$ cat src/rtl/mem_ctrl_pkg.sv
// Shared definitions for the CPU-to-RAM memory controller.
// Holds the state encoding, default widths and the timeout-counter sizing helper.
package mem_ctrl_pkg;

  localparam int unsigned ADDR_W_DFLT  = 16;
  localparam int unsigned DATA_W_DFLT  = 16;
  localparam int unsigned TIMEOUT_DFLT = 15;

  typedef enum logic [1:0] {
    ST_IDLE = 2'd0,
    ST_REQ  = 2'd1,
    ST_DONE = 2'd2
  } state_t;

  // Counter only has to reach TIMEOUT-1, so TIMEOUT+1 codes is always enough.
  function automatic int unsigned cnt_width(input int unsigned timeout);
    return unsigned'($clog2(timeout + 1));
  endfunction

endpackage

$ cat src/rtl/mem_ctrl_if.sv
// Bus bundles around the memory controller: CPU control side and RAM side.
// The controller is the slave of the CPU bundle and the master of the RAM bundle.
interface mem_cpu_if #(
  parameter int unsigned ADDR_W = 16,
  parameter int unsigned DATA_W = 16
);
  logic              I_execute;
  logic              I_we;
  logic [ADDR_W-1:0] I_addr;
  logic [DATA_W-1:0] I_data;
  logic              O_ready;
  logic              O_data_ready;
  logic [DATA_W-1:0] O_data;
  logic              O_error;

  modport master (
    output I_execute, I_we, I_addr, I_data,
    input  O_ready, O_data_ready, O_data, O_error
  );

  modport slave (
    input  I_execute, I_we, I_addr, I_data,
    output O_ready, O_data_ready, O_data, O_error
  );
endinterface

interface mem_ram_if #(
  parameter int unsigned ADDR_W = 16,
  parameter int unsigned DATA_W = 16
);
  logic              O_mem_req;
  logic              O_mem_we;
  logic [ADDR_W-1:0] O_mem_addr;
  logic [DATA_W-1:0] O_mem_wdata;
  logic              I_mem_ack;
  logic [DATA_W-1:0] I_mem_rdata;

  modport master (
    output O_mem_req, O_mem_we, O_mem_addr, O_mem_wdata,
    input  I_mem_ack, I_mem_rdata
  );

  modport slave (
    input  O_mem_req, O_mem_we, O_mem_addr, O_mem_wdata,
    output I_mem_ack, I_mem_rdata
  );
endinterface

$ cat src/rtl/mem_ctrl.sv
// Memory controller: turns one-cycle execute pulses into a RAM req/ack transaction
// with a timeout abort; every output is a flop.
module mem_ctrl
  import mem_ctrl_pkg::*;
#(
  parameter int unsigned ADDR_W  = ADDR_W_DFLT,
  parameter int unsigned DATA_W  = DATA_W_DFLT,
  parameter int unsigned TIMEOUT = TIMEOUT_DFLT
) (
  input logic       I_clk,
  input logic       I_reset,
  mem_cpu_if.slave  cpu,
  mem_ram_if.master ram
);

  localparam int unsigned      CNT_W    = cnt_width(TIMEOUT);
  localparam logic [CNT_W-1:0] CNT_LAST = CNT_W'(TIMEOUT - 1);

  state_t             state_q;
  state_t             state_d;
  logic [CNT_W-1:0]   cnt_q;
  logic [CNT_W-1:0]   cnt_d;

  logic               ready_d;
  logic               data_ready_d;
  logic [DATA_W-1:0]  data_d;
  logic               error_d;
  logic               req_d;
  logic               we_d;
  logic [ADDR_W-1:0]  addr_d;
  logic [DATA_W-1:0]  wdata_d;

  logic               timeout_hit;

  assign timeout_hit = (cnt_q == CNT_LAST);

  // State, counter and output registers
  always_ff @(posedge I_clk) begin
    if (!I_reset) begin
      state_q          <= ST_IDLE;
      cnt_q            <= '0;
      cpu.O_ready      <= 1'b1;
      cpu.O_data_ready <= 1'b0;
      cpu.O_data       <= '0;
      cpu.O_error      <= 1'b0;
      ram.O_mem_req    <= 1'b0;
      ram.O_mem_we     <= 1'b0;
      ram.O_mem_addr   <= '0;
      ram.O_mem_wdata  <= '0;
    end else begin
      state_q          <= state_d;
      cnt_q            <= cnt_d;
      cpu.O_ready      <= ready_d;
      cpu.O_data_ready <= data_ready_d;
      cpu.O_data       <= data_d;
      cpu.O_error      <= error_d;
      ram.O_mem_req    <= req_d;
      ram.O_mem_we     <= we_d;
      ram.O_mem_addr   <= addr_d;
      ram.O_mem_wdata  <= wdata_d;
    end
  end

  // Next-state logic; an ack on the threshold cycle still counts as success
  always_comb begin
    state_d = state_q;
    unique case (state_q)
      ST_IDLE: if (cpu.I_execute) state_d = ST_REQ;
      ST_REQ:  if (ram.I_mem_ack || timeout_hit) state_d = ST_DONE;
      ST_DONE: state_d = ST_IDLE;
      default: state_d = ST_IDLE;
    endcase
  end

  // Next values of the registered outputs; results hold until the next accepted execute
  always_comb begin
    cnt_d        = cnt_q;
    data_ready_d = cpu.O_data_ready;
    data_d       = cpu.O_data;
    error_d      = cpu.O_error;
    we_d         = ram.O_mem_we;
    addr_d       = ram.O_mem_addr;
    wdata_d      = ram.O_mem_wdata;

    unique case (state_q)
      ST_IDLE: begin
        if (cpu.I_execute) begin
          we_d         = cpu.I_we;
          addr_d       = cpu.I_addr;
          wdata_d      = cpu.I_data;
          data_ready_d = 1'b0;
          error_d      = 1'b0;
          cnt_d        = '0;
        end
      end
      ST_REQ: begin
        if (ram.I_mem_ack) begin
          data_ready_d = 1'b1;
          if (!ram.O_mem_we) data_d = ram.I_mem_rdata;
        end else if (timeout_hit) begin
          // Aborted transaction reads back as all-ones
          data_ready_d = 1'b1;
          error_d      = 1'b1;
          data_d       = '1;
        end else begin
          cnt_d = cnt_q + CNT_W'(1);
        end
      end
      default: ;
    endcase

    ready_d = (state_d == ST_IDLE);
    req_d   = (state_d == ST_REQ);
  end

endmodule
$ cat src/flat_wrapper.sv
// flat-port wrapper written by rule: the top's interface ports become plain ports
module mem_ctrl_flat import mem_ctrl_pkg::*;
#(
  parameter int unsigned ADDR_W  = ADDR_W_DFLT,
  parameter int unsigned DATA_W  = DATA_W_DFLT,
  parameter int unsigned TIMEOUT = TIMEOUT_DFLT
)
  (I_clk, I_reset, cpu_I_execute, cpu_I_we, cpu_I_addr, cpu_I_data, cpu_O_ready, cpu_O_data_ready, cpu_O_data, cpu_O_error, ram_O_mem_req, ram_O_mem_we, ram_O_mem_addr, ram_O_mem_wdata, ram_I_mem_ack, ram_I_mem_rdata);
  mem_cpu_if #(.ADDR_W(ADDR_W), .DATA_W(DATA_W)) cpu_i ();
  mem_ram_if #(.ADDR_W(ADDR_W), .DATA_W(DATA_W)) ram_i ();
  input logic I_clk;
  input logic I_reset;
  input wire logic [$bits(cpu_i.I_execute)-1:0] cpu_I_execute;
  input wire logic [$bits(cpu_i.I_we)-1:0] cpu_I_we;
  input wire logic [$bits(cpu_i.I_addr)-1:0] cpu_I_addr;
  input wire logic [$bits(cpu_i.I_data)-1:0] cpu_I_data;
  output wire logic [$bits(cpu_i.O_ready)-1:0] cpu_O_ready;
  output wire logic [$bits(cpu_i.O_data_ready)-1:0] cpu_O_data_ready;
  output wire logic [$bits(cpu_i.O_data)-1:0] cpu_O_data;
  output wire logic [$bits(cpu_i.O_error)-1:0] cpu_O_error;
  output wire logic [$bits(ram_i.O_mem_req)-1:0] ram_O_mem_req;
  output wire logic [$bits(ram_i.O_mem_we)-1:0] ram_O_mem_we;
  output wire logic [$bits(ram_i.O_mem_addr)-1:0] ram_O_mem_addr;
  output wire logic [$bits(ram_i.O_mem_wdata)-1:0] ram_O_mem_wdata;
  input wire logic [$bits(ram_i.I_mem_ack)-1:0] ram_I_mem_ack;
  input wire logic [$bits(ram_i.I_mem_rdata)-1:0] ram_I_mem_rdata;
  assign cpu_i.I_execute = cpu_I_execute;
  assign cpu_i.I_we = cpu_I_we;
  assign cpu_i.I_addr = cpu_I_addr;
  assign cpu_i.I_data = cpu_I_data;
  assign cpu_O_ready = cpu_i.O_ready;
  assign cpu_O_data_ready = cpu_i.O_data_ready;
  assign cpu_O_data = cpu_i.O_data;
  assign cpu_O_error = cpu_i.O_error;
  assign ram_O_mem_req = ram_i.O_mem_req;
  assign ram_O_mem_we = ram_i.O_mem_we;
  assign ram_O_mem_addr = ram_i.O_mem_addr;
  assign ram_O_mem_wdata = ram_i.O_mem_wdata;
  assign ram_i.I_mem_ack = ram_I_mem_ack;
  assign ram_i.I_mem_rdata = ram_I_mem_rdata;
  mem_ctrl #(.ADDR_W(ADDR_W), .DATA_W(DATA_W), .TIMEOUT(TIMEOUT)) u_core (.I_clk(I_clk), .I_reset(I_reset), .cpu(cpu_i), .ram(ram_i));
endmodule
$ cat config.mk
export PLATFORM = sky130hd
export DESIGN_NAME = mem_ctrl_flat
export DESIGN_NICKNAME = d
export VERILOG_FILES = /design/src/rtl/mem_ctrl_pkg.sv /design/src/rtl/mem_ctrl_if.sv /design/src/rtl/mem_ctrl.sv /design/src/flat_wrapper.sv
export SDC_FILE = /design/constraint.sdc
export NUM_CORES = 1
export LEC_CHECK = 0
export ABC_AREA = 1
export CAP_MARGIN = 15
export CORE_ASPECT_RATIO = 0.7
export CORE_MARGIN = 3
export CORE_UTILIZATION = 64
export CTS_CLUSTER_SIZE = 20
export DETAILED_ROUTE_END_ITERATION = 10
export DONT_BUFFER_PORTS = 1
export PLACE_DENSITY_LB_ADDON = 0.08
export SLEW_MARGIN = 10
export SYNTH_ARGS = -nofsm -noshare
export SYNTH_HDL_FRONTEND = slang
export SYNTH_SLANG_ARGS = --single-unit
$ cat constraint.sdc
create_clock -name I_clk -period 3.6 [get_ports I_clk]
set_input_delay 0.72 -clock I_clk [delete_from_list [all_inputs] [get_ports I_clk]]
set_output_delay 0.72 -clock I_clk [all_outputs]
set_load 0.01 [all_outputs]
# ---- Yosys cells after proc, flatten, opt, wreduce, memory -nomap -nowiden
# Index checks and enable logic that the tools add are counted.
dict set report word_totals {
  ff_bits 59
  in_bits 53
}
dict set report op_classes {
  addsub 1
  n_eq_ne 9
  n_mux 16
  reduce_logical 10
}
# operator count
set ops {}
lappend ops {{$mux 16} 3}
lappend ops {{$mux 4} 3}
lappend ops {{$ne 2x2->1 const B} 4}
lappend ops {{$pmux 4 s2} 1}
lappend ops {{$reduce_and 4->1} 2}
lappend ops {{$reduce_and 3->1} 2}
lappend ops {{$add 4x1->4 const B} 1}
lappend ops {{$eq 2x1->1 const B} 2}
lappend ops {{$eq 4x4->1 const B} 1}
lappend ops {{$logic_not 2->1} 2}
lappend ops {{$mux 1} 4}
lappend ops {{$mux 2} 2}
lappend ops {{$pmux 1 s2} 2}
lappend ops {{$pmux 2 s2} 1}
lappend ops {{$reduce_bool 2->1} 2}
lappend ops {{$ne 3x2->1 const B} 1}
lappend ops {{$ne 2x1->1 const B} 1}
lappend ops {{$reduce_and 2->1} 1}
lappend ops {{$logic_or 1x1->1} 1}

# ---- Depth between registers and ports, before layout
dict set report depth {
  depth_word 5
  depth_mapped 9
  mapped_depth_nobuf 9
}

# ---- Least setup slack after synthesis
# OpenSTA, ideal clock, no wires.
dict set report synth_path {
  path_type {input to register}
  start {input ram_I_mem_ack}
  end {register u_core.cpu.O_data[10]}
  arrival_time_ps 1427
  slack_ps 2056
  cell_stages 6
  path_buffers 2
  cell_sequence {buf_2 > inv_2 > nand2_1 > o211ai_4 > buf_6 > a21oi_1}
}
dict set report synth_via {
  elab_chain_len 2
}
# element line_no
set synth_lines {}
lappend synth_lines {{start: declaration} flat_wrapper.sv:25} ;# input wire logic [$bits(ram_i.I_mem_ack)-1:0] ram_I_mem_ack;
lappend synth_lines {{$ne 2x2->1 (no line) / $reduce_bool 2->1 (equally long branches)} -}
lappend synth_lines {{$reduce_and 3->1 (no line)} -}
lappend synth_lines {{end signal: assignment} mem_ctrl.sv:55} ;# cpu.O_data <= data_d;
lappend synth_lines {{end: declaration} mem_ctrl_if.sv:23} ;# output O_ready, O_data_ready, O_data, O_error
# Parallel ways exist; a longest one is shown, timed or not.
# A chain may end at the register's enable or synchronous reset.

# ---- Worst setup path in the final report
dict set report layout_path {
  start {register u_core.state_q[1]}
  end {register u_core.cnt_q[3]}
}
dict set report layout_via {
  elab_chain_len 3
}
# element line_no
set layout_lines {}
lappend layout_lines {{start: declaration} mem_ctrl.sv:19} ;# state_t state_q;
lappend layout_lines {{start signal: assignment} mem_ctrl.sv:51} ;# state_q <= state_d;
lappend layout_lines {{$eq 2x1->1 / $logic_not 2->1 (equally long branches)} mem_ctrl.sv:85} ;# unique case (state_q)
lappend layout_lines {{$ne 2x2->1 (no line) / $reduce_bool 2->1 (equally long branches)} -}
lappend layout_lines {{$reduce_and 4->1 (no line)} -}
lappend layout_lines {{end signal: assignment} mem_ctrl.sv:52} ;# cnt_q <= cnt_d;
lappend layout_lines {{end: declaration} mem_ctrl.sv:21} ;# logic [CNT_W-1:0] cnt_q;
# Parallel ways exist; a longest one is shown, timed or not.

==> flow_results.org <==
** Synthesis
- Summing the areas of all and, or, nand and nor instances in the mapped netlist gives a little under a quarter of the synthesized area.
- By area, the combinational part of the netlist is dominated by simple AND/OR/NAND/NOR gates.
- Proportion of synthesized flip-flops having asynchronous set or reset :: 0%
- Number of distinct library cell variants in the gate-level netlist after synthesis :: 22
- Per-instance average area after synthesis :: 7.60 µm²
- Of the post-synthesis cell area, the part taken by muxes is 0%.
- Compound-cell area share of the yosys netlist :: between 10 and 15%
- After Yosys synthesis, full adders, half adders and majority gates account for under 10% of the synthesized area.
- Synthesis produced a netlist with a net count of approximately 360.
- In this run, synthesis produced a sequential element count of 59.
- Yosys mapped a number of flops with a built-in enable equal to 0.
- Synth Instances :: 309
- Yosys warnings :: 0
- After Yosys synthesis, XOR and XNOR cells account for 0% of the synthesized area.
- The share of the Yosys chip area taken by registers is 50.3%.
- The most used flip-flop cell after synthesis is dfxtp_1.
- The cell area that synthesis handed to floorplanning was about 2300 µm².

** CTS
- TritonCTS built the clock tree.
- The clock passes through at most 2 buffers.
- The H-tree was split into 3 levels.
- For the worst-skew pair, the clock arrives at the later sink with an insertion delay of about 0.32 ns.
- Buffers inserted to repair hold after CTS numbered 0.
- In this run the post-CTS setup repair buffer count came out at 0.
- Clock tree synthesis inserted a total of 9 buffers.
- Root Buffer Master :: clkbuf_8
- Clock transition at the register clock pins on the worst setup and hold paths after CTS :: about 0.060 ns
- Number of sinks on the clock net :: slightly below 60
- After clock tree synthesis, the repair step resized 0 gates.

** Route
- Using the TritonRoute via totals, the vias-per-cell ratio works out to roughly 5.4.
- Routed wirelength normalized by instance count :: about 14 µm
- Met3 wire length :: around 450 µm
- Top routing layer in use :: met4
- After detailed routing, the wire length on met1 is about 2.2 mm.
- The pre-antenna-repair detailed-routing pass consisted of 4 iterations.
- Sum of met2 wire segment lengths after detailed routing :: ~2.3 mm
- Total Wirelength :: around 5.0 mm
- Once detail routing completed, the nets flagged for antenna violations numbered 0.
- DRC violation count after routing :: 0
- Initial DRC count :: between 100 and 150
- Detailed routing inserted a total of 1911 vias.

** Outcome
- Status :: finished clean

** Timing
- Post-Route Skew :: just over 0.006 ns
- Final max-slew violation count :: 0
- Setup total negative slack on the finished layout was measured at 0 ns.
- The worst path uses 50.0% of the clock period.
- Counting I/O delays and the setup requirement, the final critical path takes roughly 1.8 ns.
- Based on the critical path, the design can be clocked at up to about 560 MHz.
- Hold Violations, Final :: 0
- At the pin with the least slew margin, the transition time is roughly 0.64 ns.
- Measured against its own limit, the worst slew margin works out to between 50% and 60%.
- Setup repair after global routing missed its margin :: no
- Endpoints failing setup :: 0

** Global route
- Global-route wire length before repair :: roughly 7.9 mm
- After global routing the overflow that remains totals 0.
- Largest net degree at the start of global routing :: 54
- In the global route stage, overall resource usage came out at 22.8%.
- The via count of the first global-routing pass came to approximately 1800.
- The initial antenna violation count came to 0.

** Cells and area
- Leaving out fill and tap cells, the most frequent cell in the layout is nor2_1.
- In the layout the commonest cells are 69 x nor2_1, 59 x dfxtp_1, 41 x inv_1.
- The count of cells in the finished layout, fillers not included, comes to ~350.
- Registers take 1180 µm².
- The number of antenna diodes in the final layout is 0.
- Fillcell total :: about 280
- Relative to the synthesized area, the layout overhead comes to 6.50%.
- Nets :: 358
- Layout cells sized above 1 :: about 7.5%
- Footprint of the multi-input gates :: ~900 µm²

** Floorplan
- For this configuration, the core starts out at a cell density of 70.7%.
- The die is around 57 µm tall.
- Pin placement for this block handled between 100 and 150 I/O pins.
- DIE AREA :: approximately 4400 µm²
- The floorplan step set the die width to 78.4 µm.
- The region available for standard cell placement spans 3320 µm².
- Standard-cell row count :: 17

** Critical path
- Cell type of the slowest stage on the worst timing path :: dfxtp_1
- At the worst endpoint, the required time is approximately 3.9 ns.
- Peak per-stage delay on the critical path :: just over 0.5 ns
- Worst setup path class :: reg -> reg
- Along the worst path, the maximum fanout reaches 40.
- STA classifies the critical path startpoint as a flop.
- The signal on the critical path passes through nor3_4 > buf_4 > inv_2 > nand2_1 > inv_2 > nand2_1 > nor2_1.
- Data on the critical path arrives at its endpoint at 2.06 ns.
- Worst Setup End Kind :: flop

** Place
- Port Buf Inserts :: 0
- Placed Instances :: ~340
- RePlAce Congestion :: 0.812
- The wire-length estimate of the detail-placed layout is 3.36 mm.

** Pwr
- Reported net switching power :: about 360 µW
- Total leakage power :: 0.00110 µW
- Sequential cells burn 54.0% of the power.
- For this design the ratio of total power to cell area is between 500 and 600 nW/µm².
- Of the total power, the clock network draws 38.0%.
- Switching fraction of total power :: 25.9%
- Power share of the combinational group :: ~8.0%
- IR analysis of the VDD net gives a maximum drop of roughly 0.00034 V.
- Internal power :: 1040 µW

** Worst hold path
- The worst hold path belongs to the class in -> reg.

** Job
- Maximum capacitance violations :: 0
power groups by stage:
| stage | Sequential (µW) | Clock, µW | Combinational, µW |
|---|---|---|---|
| final | 758 | 534 | 112 |
| after global routing | 762 | 568 | 132 |
| after CTS | 758 | 545 | 113 |
| after detailed placement | 772 | 0 | 112 |
| after global placement | 771 | 0 | 108 |
| after floorplan | 761 | 0 | 108 |
routing by layer:
metal  vias up  global-route usage, %
met5         -                      0
met4         0                   7.98
met3         9                   11.7
met2        72                   36.7
met1       862                   26.0
li1        968                      -
Yosys cell counts (4+ instances only):
master	count	share of area [%]
nand3_1	4	0.85
nand2_1	30	4.8
buf_2	8	1.7
clkbuf_1	4	0.64
buf_1	4	0.64
inv_1	41	6.6
a21oi_1	24	5.1
nor2_1	69	11
dfxtp_1	59	50
o21ai_0	32	6.8
nand4_1	17	4.5
inv_2	4	0.64
worst max-delay path, delay by kind of cell, from the launching register on:
kind	cells	cell delay, ns
buffers and inverters	3	0.80
flip-flops	1	0.51
AND/OR/NAND/NOR	4	0.40
sequential cells by signal, summed over array words and instances, names as in the netlist:
name,flops
u_core.cnt_q,4
u_core.cpu.O_data,16
u_core.cpu.O_data_ready,1
u_core.cpu.O_error,1
u_core.cpu.O_ready,1
u_core.ram.O_mem_addr,16
u_core.ram.O_mem_req,1
u_core.ram.O_mem_wdata,16
u_core.ram.O_mem_we,1
u_core.state_q,2
path summary, 6_finish.rpt:
path	start	cells past startpoint	slack, ns	to
setup / recovery	u_core.state_q[1]$_SDFF_PN0_	7	1.80	u_core.cnt_q[3]$_SDFFE_PN0P_
hold / removal	I_reset	1	0.49	u_core.cpu.O_ready$_SDFF_PN1_
setup reg to reg	u_core.state_q[1]$_SDFF_PN0_	7	1.80	u_core.cnt_q[3]$_SDFFE_PN0P_
hold reg to reg	u_core.cpu.O_data[14]$_SDFFE_PN0P_	2	0.49	u_core.cpu.O_data[14]$_SDFFE_PN0P_
logic make-up (layout without fill, tap and decap cells):
family,after synthesis,in the layout
compound gates,60,60
fa+ha+maj,2,2
buf+inv,64,62
flops,59,59
simple gates,124,124
through the flow:
| step | power [µW] | worst slack, ns | utilization (%) | cell area, µm² | hold slack, ns |
|---|---|---|---|---|---|
| 3_5_place_dp | 884 | 1.51 | 69.9 | 2320 | 0.484 |
| 3_3_place_gp | 879 | 1.55 | 69.9 | 2320 | 0.471 |
| 6_report | 1400 | 1.80 | 75.3 | 2500 | 0.485 |
| 5_1_grt | 1460 | 1.60 | 75.3 | 2500 | 0.466 |
| 4_1_cts | 1420 | 1.78 | 75.3 | 2500 | 0.456 |
| 2_1_floorplan | 869 | 2.06 | - | 2350 | 0.450 |
final cells by class:
class	instances	area share, %
sequential	59	47.2
multi-input combinational	186	36.0
inverter	46	6.91
clock buffer	13	6.76
tap	47	2.35
clock inverter	2	0.400
timing repair buffer	1	0.300
(Power assumes the default switching activity.)
